<file path="src/rtl/vl_strip_ctrl_if.sv">
`default_nettype none
// =============================================================================
// Module   : vl_strip_ctrl_if
// Purpose  : Request / strip / CSR bundle between decode, vl_strip_ctrl and
//            the vector lane sequencer.
// Revision : 1.0 - initial release
// =============================================================================
interface vl_strip_ctrl_if #(
    parameter int AVL_W = 16,
    parameter int VL_W  = 8
);
    logic             req_valid;
    logic             req_ready;
    logic [AVL_W-1:0] req_avl;
    logic [2:0]       req_vsew;
    logic [2:0]       req_vlmul;
    logic             abort;
    logic             strip_valid;
    logic             strip_ready;
    logic [VL_W-1:0]  strip_vl;
    logic [AVL_W-1:0] strip_offset;
    logic             strip_last;
    logic [VL_W-1:0]  csr_vl;
    logic [6:0]       csr_vtype;
    logic             done;

    // master: decode + lane sequencer side; slave: the strip controller
    modport master (
        output req_valid, req_avl, req_vsew, req_vlmul, abort, strip_ready,
        input  req_ready, strip_valid, strip_vl, strip_offset, strip_last,
               csr_vl, csr_vtype, done
    );

    modport slave (
        input  req_valid, req_avl, req_vsew, req_vlmul, abort, strip_ready,
        output req_ready, strip_valid, strip_vl, strip_offset, strip_last,
               csr_vl, csr_vtype, done
    );
endinterface
`default_nettype wire

</file>
<file path="src/rtl/vl_strip_ctrl.sv">
`default_nettype none
// =============================================================================
// Module   : vl_strip_ctrl
// Purpose  : Sequential vsetvl + strip-mining controller. Validates a vector
//            configuration, registers vl/vtype and issues the AVL as strips.
//            Optional macro VL_STRIP_FRAC_LMUL_EN enables fractional LMUL.
// Revision : 1.0 - initial release
// =============================================================================
module vl_strip_ctrl #(
    parameter int VLEN  = 128,
    parameter int ELEN  = 64,
    parameter int AVL_W = 16,
    parameter int VL_W  = $clog2(VLEN) + 1
) (
    input  wire logic      clk,
    input  wire logic      rst,
    vl_strip_ctrl_if.slave bus
);
    localparam int         MW          = (AVL_W > VL_W) ? AVL_W : VL_W;
    localparam logic [6:0] c_vtype_ill = 7'b100_0000;

    typedef enum logic [1:0] {
        S_IDLE  = 2'd0,
        S_CALC  = 2'd1,
        S_ISSUE = 2'd2,
        S_DONE  = 2'd3
    } state_t;

    state_t           r_state;
    logic [AVL_W-1:0] r_avl;
    logic [AVL_W-1:0] r_remaining;
    logic [AVL_W-1:0] r_offset;
    logic [2:0]       r_vsew;
    logic [2:0]       r_vlmul;
    logic [MW-1:0]    r_vlmax;
    logic             r_req_ready;
    logic             r_strip_valid;
    logic             r_strip_last;
    logic [VL_W-1:0]  r_strip_vl;
    logic [VL_W-1:0]  r_csr_vl;
    logic [6:0]       r_csr_vtype;
    logic             r_done;

    int               w_base;
    int               w_sew;
    int               w_vlmax_i;
    logic [MW-1:0]    w_vlmax;
    logic             w_legal;
    logic             w_fire;
    logic [AVL_W-1:0] w_rem_next;
    logic [AVL_W-1:0] w_off_next;

    function automatic logic [MW-1:0] f_min(input logic [MW-1:0] a, input logic [MW-1:0] b);
        return (a < b) ? a : b;
    endfunction

    // VLMAX and legality are evaluated on the latched request during CALC
    always_comb begin
        w_base    = VLEN >> (3 + int'(r_vsew));
        w_sew     = 8 << r_vsew;
        w_vlmax_i = 0;
        w_legal   = 1'b0;
        if ((r_vsew <= 3'd4) && (w_sew <= ELEN)) begin
            if (r_vlmul <= 3'd3) begin
                w_vlmax_i = w_base << r_vlmul;
                w_legal   = (w_vlmax_i != 0);
            end
`ifdef VL_STRIP_FRAC_LMUL_EN
            else if (r_vlmul >= 3'd5) begin
                w_vlmax_i = w_base >> (8 - int'(r_vlmul));
                w_legal   = (w_vlmax_i != 0) && ((w_sew << (8 - int'(r_vlmul))) <= ELEN);
            end
`endif
        end
        w_vlmax = MW'(w_vlmax_i);
    end

    assign w_fire     = r_strip_valid && bus.strip_ready;
    assign w_rem_next = r_remaining - AVL_W'(r_strip_vl);
    assign w_off_next = r_offset + AVL_W'(r_strip_vl);

    always_ff @(posedge clk) begin
        if (rst) begin
            r_state       <= S_IDLE;
            r_avl         <= '0;
            r_remaining   <= '0;
            r_offset      <= '0;
            r_vsew        <= '0;
            r_vlmul       <= '0;
            r_vlmax       <= '0;
            r_req_ready   <= 1'b1;
            r_strip_valid <= 1'b0;
            r_strip_last  <= 1'b0;
            r_strip_vl    <= '0;
            r_csr_vl      <= '0;
            r_csr_vtype   <= c_vtype_ill;
            r_done        <= 1'b0;
        end else begin
            r_done <= 1'b0;
            case (r_state)
                S_IDLE: begin
                    if (bus.req_valid) begin
                        r_avl       <= bus.req_avl;
                        r_vsew      <= bus.req_vsew;
                        r_vlmul     <= bus.req_vlmul;
                        r_req_ready <= 1'b0;
                        r_state     <= S_CALC;
                    end
                end
                S_CALC: begin
                    r_vlmax <= w_vlmax;
                    if (bus.abort) begin
                        r_req_ready <= 1'b1;
                        r_state     <= S_IDLE;
                    end else if (!w_legal) begin
                        r_csr_vl    <= '0;
                        r_csr_vtype <= c_vtype_ill;
                        r_done      <= 1'b1;
                        r_state     <= S_DONE;
                    end else begin
                        r_csr_vl    <= VL_W'(f_min(MW'(r_avl), w_vlmax));
                        r_csr_vtype <= {1'b0, r_vsew, r_vlmul};
                        r_remaining <= r_avl;
                        r_offset    <= '0;
                        if (r_avl == '0) begin
                            r_done  <= 1'b1;
                            r_state <= S_DONE;
                        end else begin
                            r_strip_valid <= 1'b1;
                            r_strip_vl    <= VL_W'(f_min(MW'(r_avl), w_vlmax));
                            r_strip_last  <= (MW'(r_avl) <= w_vlmax);
                            r_state       <= S_ISSUE;
                        end
                    end
                end
                S_ISSUE: begin
                    // abort wins over a same-cycle handshake: that strip is not taken
                    if (bus.abort) begin
                        r_strip_valid <= 1'b0;
                        r_strip_vl    <= '0;
                        r_strip_last  <= 1'b0;
                        r_offset      <= '0;
                        r_req_ready   <= 1'b1;
                        r_state       <= S_IDLE;
                    end else if (w_fire) begin
                        r_remaining <= w_rem_next;
                        if (r_strip_last) begin
                            r_strip_valid <= 1'b0;
                            r_strip_vl    <= '0;
                            r_strip_last  <= 1'b0;
                            r_offset      <= '0;
                            r_done        <= 1'b1;
                            r_state       <= S_DONE;
                        end else begin
                            r_offset     <= w_off_next;
                            r_strip_vl   <= VL_W'(f_min(MW'(w_rem_next), r_vlmax));
                            r_strip_last <= (MW'(w_rem_next) <= r_vlmax);
                        end
                    end
                end
                S_DONE: begin
                    r_req_ready <= 1'b1;
                    r_state     <= S_IDLE;
                end
                default: begin
                    r_req_ready <= 1'b1;
                    r_state     <= S_IDLE;
                end
            endcase
        end
    end

    assign bus.req_ready    = r_req_ready;
    assign bus.strip_valid  = r_strip_valid;
    assign bus.strip_vl     = r_strip_vl;
    assign bus.strip_offset = r_offset;
    assign bus.strip_last   = r_strip_last;
    assign bus.csr_vl       = r_csr_vl;
    assign bus.csr_vtype    = r_csr_vtype;
    assign bus.done         = r_done;
endmodule
`default_nettype wire

</file>
<file path="src/flat_wrapper.sv">
// flat-port wrapper written by rule: the top's interface ports become plain ports
module vl_strip_ctrl_flat 
#(
    parameter int VLEN  = 128,
    parameter int ELEN  = 64,
    parameter int AVL_W = 16,
    parameter int VL_W  = $clog2(VLEN) + 1
)
  (clk, rst, bus_req_valid, bus_req_avl, bus_req_vsew, bus_req_vlmul, bus_abort, bus_strip_ready, bus_req_ready, bus_strip_valid, bus_strip_vl, bus_strip_offset, bus_strip_last, bus_csr_vl, bus_csr_vtype, bus_done);
  vl_strip_ctrl_if #(.AVL_W(AVL_W), .VL_W(VL_W)) bus_i ();
  input  wire logic clk;
  input  wire logic rst;
  input wire logic [$bits(bus_i.req_valid)-1:0] bus_req_valid;
  input wire logic [$bits(bus_i.req_avl)-1:0] bus_req_avl;
  input wire logic [$bits(bus_i.req_vsew)-1:0] bus_req_vsew;
  input wire logic [$bits(bus_i.req_vlmul)-1:0] bus_req_vlmul;
  input wire logic [$bits(bus_i.abort)-1:0] bus_abort;
  input wire logic [$bits(bus_i.strip_ready)-1:0] bus_strip_ready;
  output wire logic [$bits(bus_i.req_ready)-1:0] bus_req_ready;
  output wire logic [$bits(bus_i.strip_valid)-1:0] bus_strip_valid;
  output wire logic [$bits(bus_i.strip_vl)-1:0] bus_strip_vl;
  output wire logic [$bits(bus_i.strip_offset)-1:0] bus_strip_offset;
  output wire logic [$bits(bus_i.strip_last)-1:0] bus_strip_last;
  output wire logic [$bits(bus_i.csr_vl)-1:0] bus_csr_vl;
  output wire logic [$bits(bus_i.csr_vtype)-1:0] bus_csr_vtype;
  output wire logic [$bits(bus_i.done)-1:0] bus_done;
  assign bus_i.req_valid = bus_req_valid;
  assign bus_i.req_avl = bus_req_avl;
  assign bus_i.req_vsew = bus_req_vsew;
  assign bus_i.req_vlmul = bus_req_vlmul;
  assign bus_i.abort = bus_abort;
  assign bus_i.strip_ready = bus_strip_ready;
  assign bus_req_ready = bus_i.req_ready;
  assign bus_strip_valid = bus_i.strip_valid;
  assign bus_strip_vl = bus_i.strip_vl;
  assign bus_strip_offset = bus_i.strip_offset;
  assign bus_strip_last = bus_i.strip_last;
  assign bus_csr_vl = bus_i.csr_vl;
  assign bus_csr_vtype = bus_i.csr_vtype;
  assign bus_done = bus_i.done;
  vl_strip_ctrl #(.VLEN(VLEN), .ELEN(ELEN), .AVL_W(AVL_W), .VL_W(VL_W)) u_core (.clk(clk), .rst(rst), .bus(bus_i));
endmodule
</file>
<file path="config.mk">
export PLATFORM = sky130hd
export DESIGN_NAME = vl_strip_ctrl_flat
export DESIGN_NICKNAME = d
export VERILOG_FILES = /design/src/rtl/vl_strip_ctrl_if.sv /design/src/rtl/vl_strip_ctrl.sv /design/src/flat_wrapper.sv
export SDC_FILE = /design/constraint.sdc
export NUM_CORES = 1
export LEC_CHECK = 0
export CAP_MARGIN = 20
export CORE_ASPECT_RATIO = 0.75
export CORE_UTILIZATION = 55
export DETAILED_ROUTE_END_ITERATION = 8
export GPL_TIMING_DRIVEN = 0
export PLACE_DENSITY = 0.87
export SLEW_MARGIN = 20
export SYNTH_ARGS = -nofsm -noshare
export SYNTH_HDL_FRONTEND = slang
export SYNTH_SLANG_ARGS = --single-unit
</file>
<file path="constraint.sdc">
create_clock -name clk -period 4.6 [get_ports clk]
set_clock_uncertainty 0.05 [all_clocks]
set_input_delay 0.92 -clock clk [delete_from_list [all_inputs] [get_ports clk]]
set_output_delay 0.92 -clock clk [all_outputs]
set_load 0.01 [all_outputs]
</file>
* Word level (Yosys, flattened, before mapping)
Cells that the tools add are included.
Word-level totals: word-level logic and storage cells 113, bits of input ports 27, flip-flop bits (word level) 99
Cells by class: magnitude comparators 7, multiplexer cells 58, reductions and logical operators 15, shifts and indexed selects 3, bitwise logic cells 1, equal/unequal tests 12, add/sub/neg operators 3
Operator list (number):
- $mux W16 | 11
- $mux W8 | 9
- $pmux W16 S2 | 2
- $le A16 B16 Y1 | 2
- $le A32 B8 Y1 const B | 1
- $lt A16 B16 Y1 | 2
- $reduce_bool A32 Y1 | 1
- $shl A32 B3 Y32 | 1
- $shl A4 B3 Y32 const A | 1
- $shr A8 B32 Y32 const A | 1
- $mux W1 | 23
- $add A16 B8 Y16 | 1
- $logic_not A16 Y1 | 1
- $pmux W8 S2 | 1
- $sub A16 B8 Y16 | 1
- $mux W2 | 6
- $reduce_and A5 Y1 | 2
- $ne A2 B2 Y1 const B | 4
- $pmux W2 S4 | 1
- $mux W7 | 1
- $ne A2 B1 Y1 const B | 3
- $ne A3 B2 Y1 const B | 2
- $pmux W1 S2 | 3
- $reduce_and A2 Y1 | 3
- 14 further kinds | 16

* Longest topological paths before layout
word-level depth 11, gate-level depth with buffers 19

* Least setup slack after synthesis
Ideal clock, no wire load.
kind reg-to-reg, start register u_core.r_strip_vl[6] (netlist: u_core.bus.strip_vl[6]), end register u_core.r_strip_vl[0] (netlist: u_core.bus.strip_vl[0]), arrival 3.134 ns, clock period less this slack 3.311 ns, data required time 4.423 ns, library setup time 0.127 ns, stages on the path, launching flop included 20, path slack 1.289 ns, path through dfxtp_1 -> inv_1 -> ha_1 -> clkbuf_1 -> nand3b_1 -> nor2_1 -> a21oi_1 -> nand3_1 -> or2_2 -> nor2_1 -> xor2_1 -> ha_1 -> a21oi_1 -> o21ai_0 -> a21oi_1 -> o21a_1 -> nand4_2 -> buf_2 -> nand4_1 -> o211ai_1
Between the ends: cells in the longest elaborated chain, start to end 7
RTL lines:
- from (decl) | line vl_strip_ctrl.sv:39 | logic [VL_W-1:0] r_strip_vl;
- from (signal assigned) | line vl_strip_ctrl.sv:130 | r_strip_vl <= VL_W'(f_min(MW'(r_avl), w_vlmax));
- from (signal assigned) | line vl_strip_ctrl.sv:156 | r_strip_vl <= VL_W'(f_min(MW'(w_rem_next), r_vlmax));
- $sub A16 B8 Y16 | line vl_strip_ctrl.sv:79 | assign w_rem_next = r_remaining - AVL_W'(r_strip_vl);
- $lt A16 B16 Y1 | line vl_strip_ctrl.sv:54 | return (a < b) ? a : b;
- $mux W8 | line vl_strip_ctrl.sv:54
- $mux W8 | line vl_strip_ctrl.sv:147 | if (r_strip_last) begin
- $mux W8 | line vl_strip_ctrl.sv:145 | end else if (w_fire) begin
- $mux W8 | line vl_strip_ctrl.sv:138 | if (bus.abort) begin
- $pmux W8 S2 | line vl_strip_ctrl.sv:100 | case (r_state)
Every way passes these cells. The select of a mux whose other input is x is not followed. A chain may end at the register's enable or synchronous reset.

* Worst setup path after layout
start register u_core.r_strip_vl[5] (netlist: u_core.bus.strip_vl[5]), end register u_core.r_strip_vl[0] (netlist: u_core.bus.strip_vl[0])
The elaborated chain is that of the path after synthesis.

==> impl_results.md <==
- Outcome: completed
- Clock edge transition at the registers on the reported setup and hold paths: 0.07 ns
- Peak fanout along the critical path: 10
- Worst-case hold path end point: u_core.r_vlmax[11]$_SDFFE_PP0P_
- Avg Inst Size Synth: just under 8 µm²
- Number of distinct library cells after synthesis: 67
- HP Class: reg2reg
- Cell chosen for the clock root: sky130_fd_sc_hd__clkbuf_16
- Power density of the placed cells: between 400 and 500 mW/mm²
- Data arrival time of the critical path: 4.12 ns
- Insertion delay to the later sink of the worst-skew pair: between 0.3 and 0.4 ns
- Utilization after layout: 0.699
- Pre-CTS WS: 0.767 ns
- Drt total wl: around 17 mm
- Post-synth EDFFs: 0
- Proportion of layout cells with a drive suffix above 1: 0.0429
- Number of cells produced by synthesis: ~730
- Pin count of the biggest net entering global routing: 16
- Global-route wire length before repair: 27.2 mm
- Width of the die: 119 µm
- Sum of net half-perimeters after detailed placement: 12.5 mm
- GRT Overall Usage: 0.319
- Depth of the CTS H-tree: 3
- Number of rows in the core area: 31
- Hold buffer count at cts: 0
- CTS max path bufs: 2
- Setup violations, final: 0
- Antenna violations before repair: 0
- CP Cell Sequence: inv_1, ha_1, clkbuf_1, nand3_1, a21oi_1, a21oi_1, nand3_1, or2_2, nor2_1, xor2_1, ha_1, a21oi_1, o21ai_0, a21oi_1, o21a_1, nand4_2, buf_2, nand4_1, o211ai_1
- Critical Path Most Common Cell: sky130_fd_sc_hd__a21oi_1
- Crit-path slowest cell: sky130_fd_sc_hd__dfxtp_1
- Startpoint kind of the worst setup timing path: flip-flop
- Post_cts resized: 0
- Mean routed wirelength per cell: roughly 18 µm
- Leftover overflow at the end of global routing: 0
- Worst slew slack as a fraction of its limit: 0.488
- Number of iterations in the first detailed-routing pass: 5
- Worst setup path category: reg2reg
- Final Net Count: around 900
- Total count of hold-check failures in the final report: 0
- Maximum capacitance violations: 0
- Crit. End Element: flip-flop
- Minimum setup slack among reg-to-reg paths: about 0.65 ns
- Count of pins over their slew limit: 0
- Filler Cells Inserted: 791
- # clock sinks: between 90 and 100
- Post-route minimum period: ~4.0 ns
- Antenna Diode Count: 0
- Worst path bufs/invs: 3
- RSZ-0062 raised after global routing: false
- Count of cells along the worst hold path: 2
- Number of buffers added by the clock tree synthesis step: 9
- Worst path max stage delay: around 0.44 ns
- Leak pwr: approximately 2.6 nW
- Source of the worst hold timing path: u_core.r_vlmax[11]$_SDFFE_PP0P_
- Leading cell type in the layout, fill and taps excluded: sky130_fd_sc_hd__nand2_1
- Highest-count cells in the layout ignoring fill and taps: sky130_fd_sc_hd__nand2_1 (101), sky130_fd_sc_hd__dfxtp_1 (95), sky130_fd_sc_hd__nor2_1 (88)
- Layout overhead on the synthesized area: 21.2%
- FFs w/ async S/R, synth: 0
- Initial Utilization: 0.577
- Sequential cell area fraction in the yosys report: 0.336
- #FFs+latches synth: 95
- Final Worst Setup Slack: roughly 0.65 ns
- Final antenna-violating net count: 0
- Core region area: between 0.009 and 0.01 mm²
- Reg-to-reg critical path startpoint: u_core.bus.strip_vl[5]$_SDFFE_PP0P_
- Number of vias per cell after detailed routing: slightly below 6
- Area taken by flip-flops and latches: 0.00190 mm²
- Number of global-route vias before repair: around 5,400
- Final-layout worst hold slack: 0.406 ns
- Buffers inserted during post-CTS setup optimization: 0
- Number of design rule violations left after detail routing: 0
- Maximum clock frequency: 0.253 GHz
- CP Data Required Time: approximately 4.8 ns
- Setup TNS Final: 0 ns
- Area of the multi-input gates: 0.00349 mm²
- Initial DRC Count: about 610
- Worst reg2reg path depth: 19
- Share of the clock period used by the worst path after layout: 0.859
- Yosys warns: 0
- I/O pins: 70
- Transition time of the tightest slew-check pin: roughly 0.77 ns
- Max VDD drop: between 0.2 and 0.25 mV
- Post-Synthesis Cell Area: 0.00566 mm²
- Floorplan die height: 89.8 µm
- Kind of cell with the highest combined delay on the critical path: simple AND/OR/NAND/NOR gates
- I/O Buffers: 69
- Dominant register cell in the synthesized netlist: sky130_fd_sc_hd__dfxtp_1
- DIE AREA: 0.0107 mm²
- Number of vias in the routed layout: roughly 5,600
- Clock tree from TritonCTS: built
- Reg2reg end: u_core.bus.strip_vl[0]$_SDFFE_PP0P_
- Routability-driven placement congestion ratio: between 0.9 and 1
- Post-layout total power: between 0.002 and 0.003 W
-- cell usage after synthesis, types with 5 or more instances --
library cell | instances | area share
sky130_fd_sc_hd__a211oi_1 | 8 | 0.011
sky130_fd_sc_hd__a21o_1 | 8 | 0.011
sky130_fd_sc_hd__a21oi_1 | 71 | 0.063
sky130_fd_sc_hd__a22oi_1 | 11 | 0.015
sky130_fd_sc_hd__buf_1 | 6 | 0.0040
sky130_fd_sc_hd__clkbuf_1 | 27 | 0.018
sky130_fd_sc_hd__dfxtp_1 | 95 | 0.34
sky130_fd_sc_hd__ha_1 | 44 | 0.097
sky130_fd_sc_hd__inv_1 | 34 | 0.023
sky130_fd_sc_hd__mux2i_1 | 18 | 0.032
sky130_fd_sc_hd__nand2_1 | 101 | 0.067
sky130_fd_sc_hd__nand2b_1 | 6 | 0.0066
sky130_fd_sc_hd__nand3_1 | 21 | 0.019
sky130_fd_sc_hd__nand4_1 | 10 | 0.011
sky130_fd_sc_hd__nor2_1 | 88 | 0.058
sky130_fd_sc_hd__nor2b_1 | 9 | 0.0099
sky130_fd_sc_hd__nor3_1 | 27 | 0.024
sky130_fd_sc_hd__nor3b_1 | 7 | 0.0093
sky130_fd_sc_hd__o211ai_1 | 12 | 0.016
sky130_fd_sc_hd__o21a_1 | 7 | 0.0093
sky130_fd_sc_hd__o21ai_0 | 22 | 0.019
sky130_fd_sc_hd__or3_1 | 5 | 0.0055
sky130_fd_sc_hd__xnor2_1 | 13 | 0.020
sky130_fd_sc_hd__xor2_1 | 9 | 0.014
-- stage by stage --
step / std cells / area (µm²)
after floorplan: 730 / 5670
after global placement: 931 / 6530
after detailed placement: 931 / 6530
after CTS: 947 / 6860
after global routing: 947 / 6860
final: 947 / 6860
-- layout make-up --
class	count	area share
buffer	37	0.0219
clock buffer	12	0.0374
clock inverter	4	0.0111
inverter	35	0.0192
multi-input combinational	563	0.508
sequential	95	0.277
tap	132	0.0241
timing repair buffer	69	0.101
-- report_power, final --
group	switching [W]	internal [W]	leakage (nW)	total, W
clock network	0.000334	0.000509	0.159	0.000843
registers	0.0000617	0.000873	0.773	0.000934
logic	0.000645	0.000438	1.72	0.00108
total	0.00104	0.00182	2.65	0.00286
-- how the worst max path moves through the flow --
| stage | start | end | slack (ns) | cells after the start |
|---|---|---|---|---|
| after floorplan | u_core.bus.strip_vl[6]$_SDFFE_PP0P_ | u_core.bus.strip_vl[0]$_SDFFE_PP0P_ | 1.29 | 19 |
| after global placement | u_core.bus.strip_vl[6]$_SDFFE_PP0P_ | u_core.bus.strip_vl[3]$_SDFFE_PP0P_ | 0.84 | 19 |
| after detailed placement | u_core.bus.strip_vl[5]$_SDFFE_PP0P_ | u_core.bus.strip_vl[0]$_SDFFE_PP0P_ | 0.77 | 19 |
| after CTS | u_core.bus.strip_vl[5]$_SDFFE_PP0P_ | u_core.bus.strip_vl[0]$_SDFFE_PP0P_ | 0.73 | 19 |
| after global routing | u_core.bus.strip_vl[5]$_SDFFE_PP0P_ | u_core.bus.strip_vl[0]$_SDFFE_PP0P_ | 0.37 | 19 |
| final | u_core.bus.strip_vl[5]$_SDFFE_PP0P_ | u_core.bus.strip_vl[0]$_SDFFE_PP0P_ | 0.65 | 19 |
-- tightest hold or removal path, cell delays in order (launching register included) --
cell	delay (ns)
sky130_fd_sc_hd__dfxtp_1	0.30
sky130_fd_sc_hd__inv_1	0.07
sky130_fd_sc_hd__nor3_1	0.05
-- logic make-up after synthesis --
logic type | share of synthesized area
muxes | 0.0365
adders and majority gates | 0.104
AOI/OAI and AO/OA | 0.187
DFF | 0.336
and+or+nand+nor | 0.250
other | 0.00133
xor gates and xnor gates | 0.0340
buffers and inverters | 0.0497
-- state kept, by name, indices dropped and copies added, names as in the netlist --
name	cells
u_core.bus.csr_vl	8
u_core.bus.csr_vtype	7
u_core.bus.done	1
u_core.bus.req_ready	1
u_core.bus.strip_last	1
u_core.bus.strip_offset	16
u_core.bus.strip_valid	1
u_core.bus.strip_vl	8
u_core.r_avl	16
u_core.r_remaining	16
u_core.r_state	2
u_core.r_vlmax	12
u_core.r_vlmul	3
u_core.r_vsew	3
-- layer usage --
metal | vias to the layer above | part of all wire | wire (µm) | GRT usage
met5 | - | 0 | 0 | 0
met4 | 0 | 0.017 | 286 | 0.0970
met3 | 26 | 0.091 | 1510 | 0.0660
met2 | 250 | 0.44 | 7290 | 0.499
met1 | 2613 | 0.45 | 7540 | 0.439
li1 | 2703 | - | - | -
No activity file was read; power rests on OpenSTA's default activity.
